===== config.mk =====
export PLATFORM = sky130hd
export DESIGN_NAME = srm_controller
export DESIGN_NICKNAME = d
export VERILOG_FILES = /design/src/rtl/srm_controller.sv
export SDC_FILE = /design/constraint.sdc
export NUM_CORES = 1
export LEC_CHECK = 0
export ABC_AREA = 1
export CAP_MARGIN = 20
export CORE_ASPECT_RATIO = 1.75
export CORE_MARGIN = 3
export CORE_UTILIZATION = 30
export DETAILED_ROUTE_END_ITERATION = 16
export PLACE_DENSITY_LB_ADDON = 0.05
export SLEW_MARGIN = 30
export SYNTH_ARGS = -nofsm -noshare
export SYNTH_HDL_FRONTEND = slang
export SYNTH_SLANG_ARGS = --single-unit

===== constraint.sdc =====
create_clock -name clk -period 1.13 [get_ports clk]
set_clock_uncertainty 0.05 [all_clocks]
set_input_delay 0.1695 -clock clk [delete_from_list [all_inputs] [get_ports clk]]
set_output_delay 0.1695 -clock clk [all_outputs]
set_load 0.02 [all_outputs]

===== src/rtl/srm_controller.sv =====
// srm_controller: multi-cycle FSM sequencing decode, operand fetch, execute and writeback for a small ALU/MOV ISA
module srm_controller (
  input  logic        clk,
  input  logic        reset,
  input  logic        s,
  input  logic [15:0] instr,
  output logic        w,
  output logic        illegal,
  output logic [2:0]  readnum,
  output logic [2:0]  writenum,
  output logic        write,
  output logic        loada,
  output logic        loadb,
  output logic        loadc,
  output logic        loads,
  output logic        asel,
  output logic        bsel,
  output logic [1:0]  vsel,
  output logic [1:0]  shift,
  output logic [1:0]  ALUop,
  output logic [15:0] sximm8
);
  localparam logic [2:0] WAIT = 3'd0, DECODE = 3'd1, GET_A = 3'd2, GET_B = 3'd3,
                         EXEC = 3'd4, WR_REG = 3'd5, WR_IMM = 3'd6;
  logic [2:0] state, next;
  logic [15:0] ir;
  logic wr, la, lb, lc, ls, ill;
  wire [2:0] opcode = ir[15:13];
  wire [1:0] op = ir[12:11];
  wire [2:0] rn = ir[10:8];
  wire [2:0] rd = ir[7:5];
  wire [1:0] sh = ir[4:3];
  wire [2:0] rm = ir[2:0];
  wire is_movi = opcode == 3'b110 && op == 2'b10;
  wire is_movr = opcode == 3'b110 && op == 2'b00;
  wire is_alu = opcode == 3'b101;
  wire is_cmp = is_alu && op == 2'b01;
  wire is_mvn = is_alu && op == 2'b11;
  always_ff @(posedge clk) begin
    if (reset) begin
      state <= WAIT;
      ir <= 16'd0;
    end else begin
      state <= next;
      if (state == WAIT && s) ir <= instr;
    end
  end
  always_comb begin
    next = WAIT;
    wr = 1'b0;
    la = 1'b0;
    lb = 1'b0;
    lc = 1'b0;
    ls = 1'b0;
    ill = 1'b0;
    asel = 1'b0;
    vsel = 2'b00;
    shift = 2'b00;
    ALUop = 2'b00;
    readnum = 3'd0;
    writenum = 3'd0;
    case (state)
      WAIT: next = s ? DECODE : WAIT;
      DECODE: begin
        next = is_movi ? WR_IMM : (is_movr || is_mvn) ? GET_B : is_alu ? GET_A : WAIT;
        ill = !(is_movi || is_movr || is_alu);
      end
      GET_A: begin
        readnum = rn;
        la = 1'b1;
        next = GET_B;
      end
      GET_B: begin
        readnum = rm;
        lb = 1'b1;
        next = EXEC;
      end
      EXEC: begin
        shift = sh;
        ALUop = is_movr ? 2'b00 : op;
        asel = is_movr;
        ls = is_cmp;
        lc = !is_cmp;
        next = is_cmp ? WAIT : WR_REG;
      end
      WR_REG: begin
        writenum = rd;
        wr = 1'b1;
      end
      WR_IMM: begin
        writenum = rn;
        vsel = 2'b10;
        wr = 1'b1;
      end
      default: next = WAIT;
    endcase
  end
  // strobes are masked during reset so an aborted instruction cannot write or load
  assign write = wr & ~reset;
  assign loada = la & ~reset;
  assign loadb = lb & ~reset;
  assign loadc = lc & ~reset;
  assign loads = ls & ~reset;
  assign illegal = ill & ~reset;
  assign bsel = 1'b0;
  assign w = state == WAIT;
  assign sximm8 = {{8{ir[7]}}, ir[7:0]};
endmodule


==> results.md <==
- NumNets Final: roughly 260
- Final hold vios: 0
- CP Capture Type: output pin
- Hold Path Class: flip-flop to flip-flop
- Clock buffer depth: 2
- Synth Area in Compound Gates: 0.2763
- Vias in the first global route: 1320
- Slew Viols, Final: 0
- Synth area leaders: dfxtp_1 31%, a21oi_2 12%, buf_4 11%
- WL final: roughly 3700 µm
- Peak VDD IR: 0.6257 mV
- Leakage: 1.009 nW
- Syn_area_per_cell: 8.038 µm²
- Crit path buf inv count: 3
- Critical Setup Path Class: flip-flop to output pin
- Synth top cells by count: 21 x inv_1, 19 x dfxtp_1, 18 x buf_4
- DR WL/cell: 13.20 µm
- P&R area growth vs syn: 97.53%
- Port Buffers: 53
- PD cells: 829.4 nW/µm²
- Largest family of logic cells by synthesized area: compound AO/OA/AOI/OAI gates
- Prevailing post-synth register cell: dfxtp_1
- GPL Wtd Cong: around 0.9
- # diodes: 0
- EDFF count, synth: 0
- IO Pins: 56
- H-tree depth: 1
- Clk sink count: 19
- Post-synthesis instance total: 151
- Sequential area share after synthesis: 0.3134
- Final min period: 1.450 ns
- Hold-fix buffers, CTS: 0
- Slowest CP cell: dfxtp_2
- DR vias/cell: approximately 4.4
- Setup total negative slack: -9.896 ns
- Grt met1 use: 0.1617
- Post-synthesis xor/xnor area fraction: 0
- Iter 0 DRT Violations: 15
- Final Worst Setup Slack: -0.3200 ns
- CP startpoint kind: flip-flop
- Slowest cell delay on critical path: 0.34 ns
- GR met3 Demand/Resource: 0.02488
- DR pass1 iterations: 4
- TritonCTS clock tree: yes
- Post-synth ARST share: 0
- Share of the synthesized area in the top cell type: 0.3134
- Row cnt: 30
- Initial antenna violation count: 0
- Crit-path leading delay family: flip-flops
- Count of different cell masters after synthesis: 24
- Full die area: about 4900 µm²
- Met2 Use GR: 0.3168
- Fill cells: 353
- Crit path max fanout: 6
- Root Driver: clkbuf_8
- Final setup fails: 38
- Total GRT Usage: 0.1653
- Fraction of synthesized area in multiplexers: 0
- DR vias: 1247
- Area leader, netlist: dfxtp_1
- CP Cell Sequence: inv_4, nand2_4, nor2_4, inv_6, nor3_4, buf_6
- Clk_lat worst skew: 0.26 ns
- Largest net degree at the start of global routing: 17
- Core Area: 3904 µm²
- DIE WIDTH: 54.08 µm
- Count of state elements after synthesis: 19
- Failing checks: negative setup slack
- Fin crit share: 1.283
- Global-route wire length before repair: 6016 µm
- DRC errors left: 0
- Total congestion overflow: 0
- GRT busiest layer: met2
- Total CTS buffers: 3
- Synth warnings: 0
- Layout cells sized above 1: 0.7106
- Worst path arrival time: 1.23 ns
- Achievable Freq: 689.7 MHz
- Simple-gate portion of the synthesized area: 0.1567
- DPL Wire Length: 2583 µm
- Synthesized area: 1214 µm²
- Antenna-violating nets left: 0
- Most common cell in the netlist: inv_1
- Post-Synth Adder-Cell Area: 0
- Initial Utilization: 0.3109
- Outcome: finished with violations
- RSZ-0062 raised after global routing: yes
- Max-cap violation count: 0
- DP Worst Slack: -0.6745 ns
- Worst Path Required: 0.91 ns
- Die H: 90.14 µm
- Setup slack, reg-to-reg: -0.31 ns
- Clock-pin slew on the worst setup and hold paths: ~0.080 ns
-- path summary, 6_finish.rpt --
path	endpoint	from	cells after the start
worst min register to register	ir[4]$_SDFFE_PP0P_	ir[4]$_SDFFE_PP0P_	2
worst max-delay path	loads	state[0]$_SDFF_PP0_	6
worst min-delay path	ir[4]$_SDFFE_PP0P_	ir[4]$_SDFFE_PP0P_	2
worst max register to register	ir[4]$_SDFFE_PP0P_	state[0]$_SDFF_PP0_	9
-- registers in the layout, summed over array words and instances (netlist names) --
register and count:
ir 16, state 3
-- metrics by stage --
stage	power, W	instances	hold WS [ns]	cell area (µm²)	utilization
floorplan	0.001146	152	0.2766	1276	-
global placement	0.001399	271	0.4279	2006	0.5138
detailed placement	0.001407	271	0.4353	2006	0.5138
CTS	0.001957	280	0.4479	2235	0.5724
global route	0.002093	283	0.4760	2397	0.6141
finish	0.001988	283	0.4432	2397	0.6141
-- cell usage in the layout, fill, tap and decap left out, drive strengths merged --
cell type,count
conb,2
nand3,8
inv,24
o21ai,15
a21oi,19
dfxtp,19
buf,82
o211ai,1
clkinv,1
o21bai,1
clkdlybuf4s50,18
o22ai,6
clkbuf,5
nor2,16
nand2,16
nor3,2
-- cell families (layout without fill, tap and decap cells) --
group / count (synthesis) / count (layout)
and+or+nand+nor: 42 / 42
AOI/OAI and AO/OA: 42 / 42
buffers and inverters: 47 / 130
DFF: 19 / 19
other: 1 / 2
-- cell type report --
type                            count  area, µm²  area share
Clock inverter                      1      5.005    0.002088
Clock buffer                        3      41.29     0.01722
Timing Repair Buffer              102      972.2      0.4055
Tap cell                           48      60.06     0.02505
Sequential cell                    19      396.6      0.1654
Multi-Input combinational cell     86      809.5      0.3377
Inverter                           24      112.6     0.04697
-- timing repair --
action | in CTS | in global routing
gates resized for setup | 212 | 40
gates cloned | 2 | 0
pin swaps | 10 | 7
hold endpoints to repair | 0 | 0
setup endpoints to repair | 54 | 49
buffers inserted | 6 | 3
-- worst register-to-register path: stages, from the launching register on --
cell	delay (ns)
dfxtp_2	0.34
inv_4	0.09
nand2_4	0.06
buf_6	0.11
nor2_4	0.09
buf_6	0.13
nand2_8	0.10
buf_12	0.19
o21ai_4	0.12
a21oi_2	0.04
-- where the power goes --
group          switching, W  internal (W)  leakage [nW]  total, W
Clock              0.000238      0.000245        0.0255  0.000484
Combinational      0.000368      0.000381         0.822  0.000750
Sequential        0.0000361      0.000719         0.161  0.000755
Total              0.000643       0.00135          1.01   0.00199
-- routing by layer --
layer  part of all wire  up-vias
met5                  0        -
met1               0.34      566
met3              0.054        6
met2               0.59       39
li1                   -      636
met4              0.016        0
No activity file was read; power rests on OpenSTA's default activity.
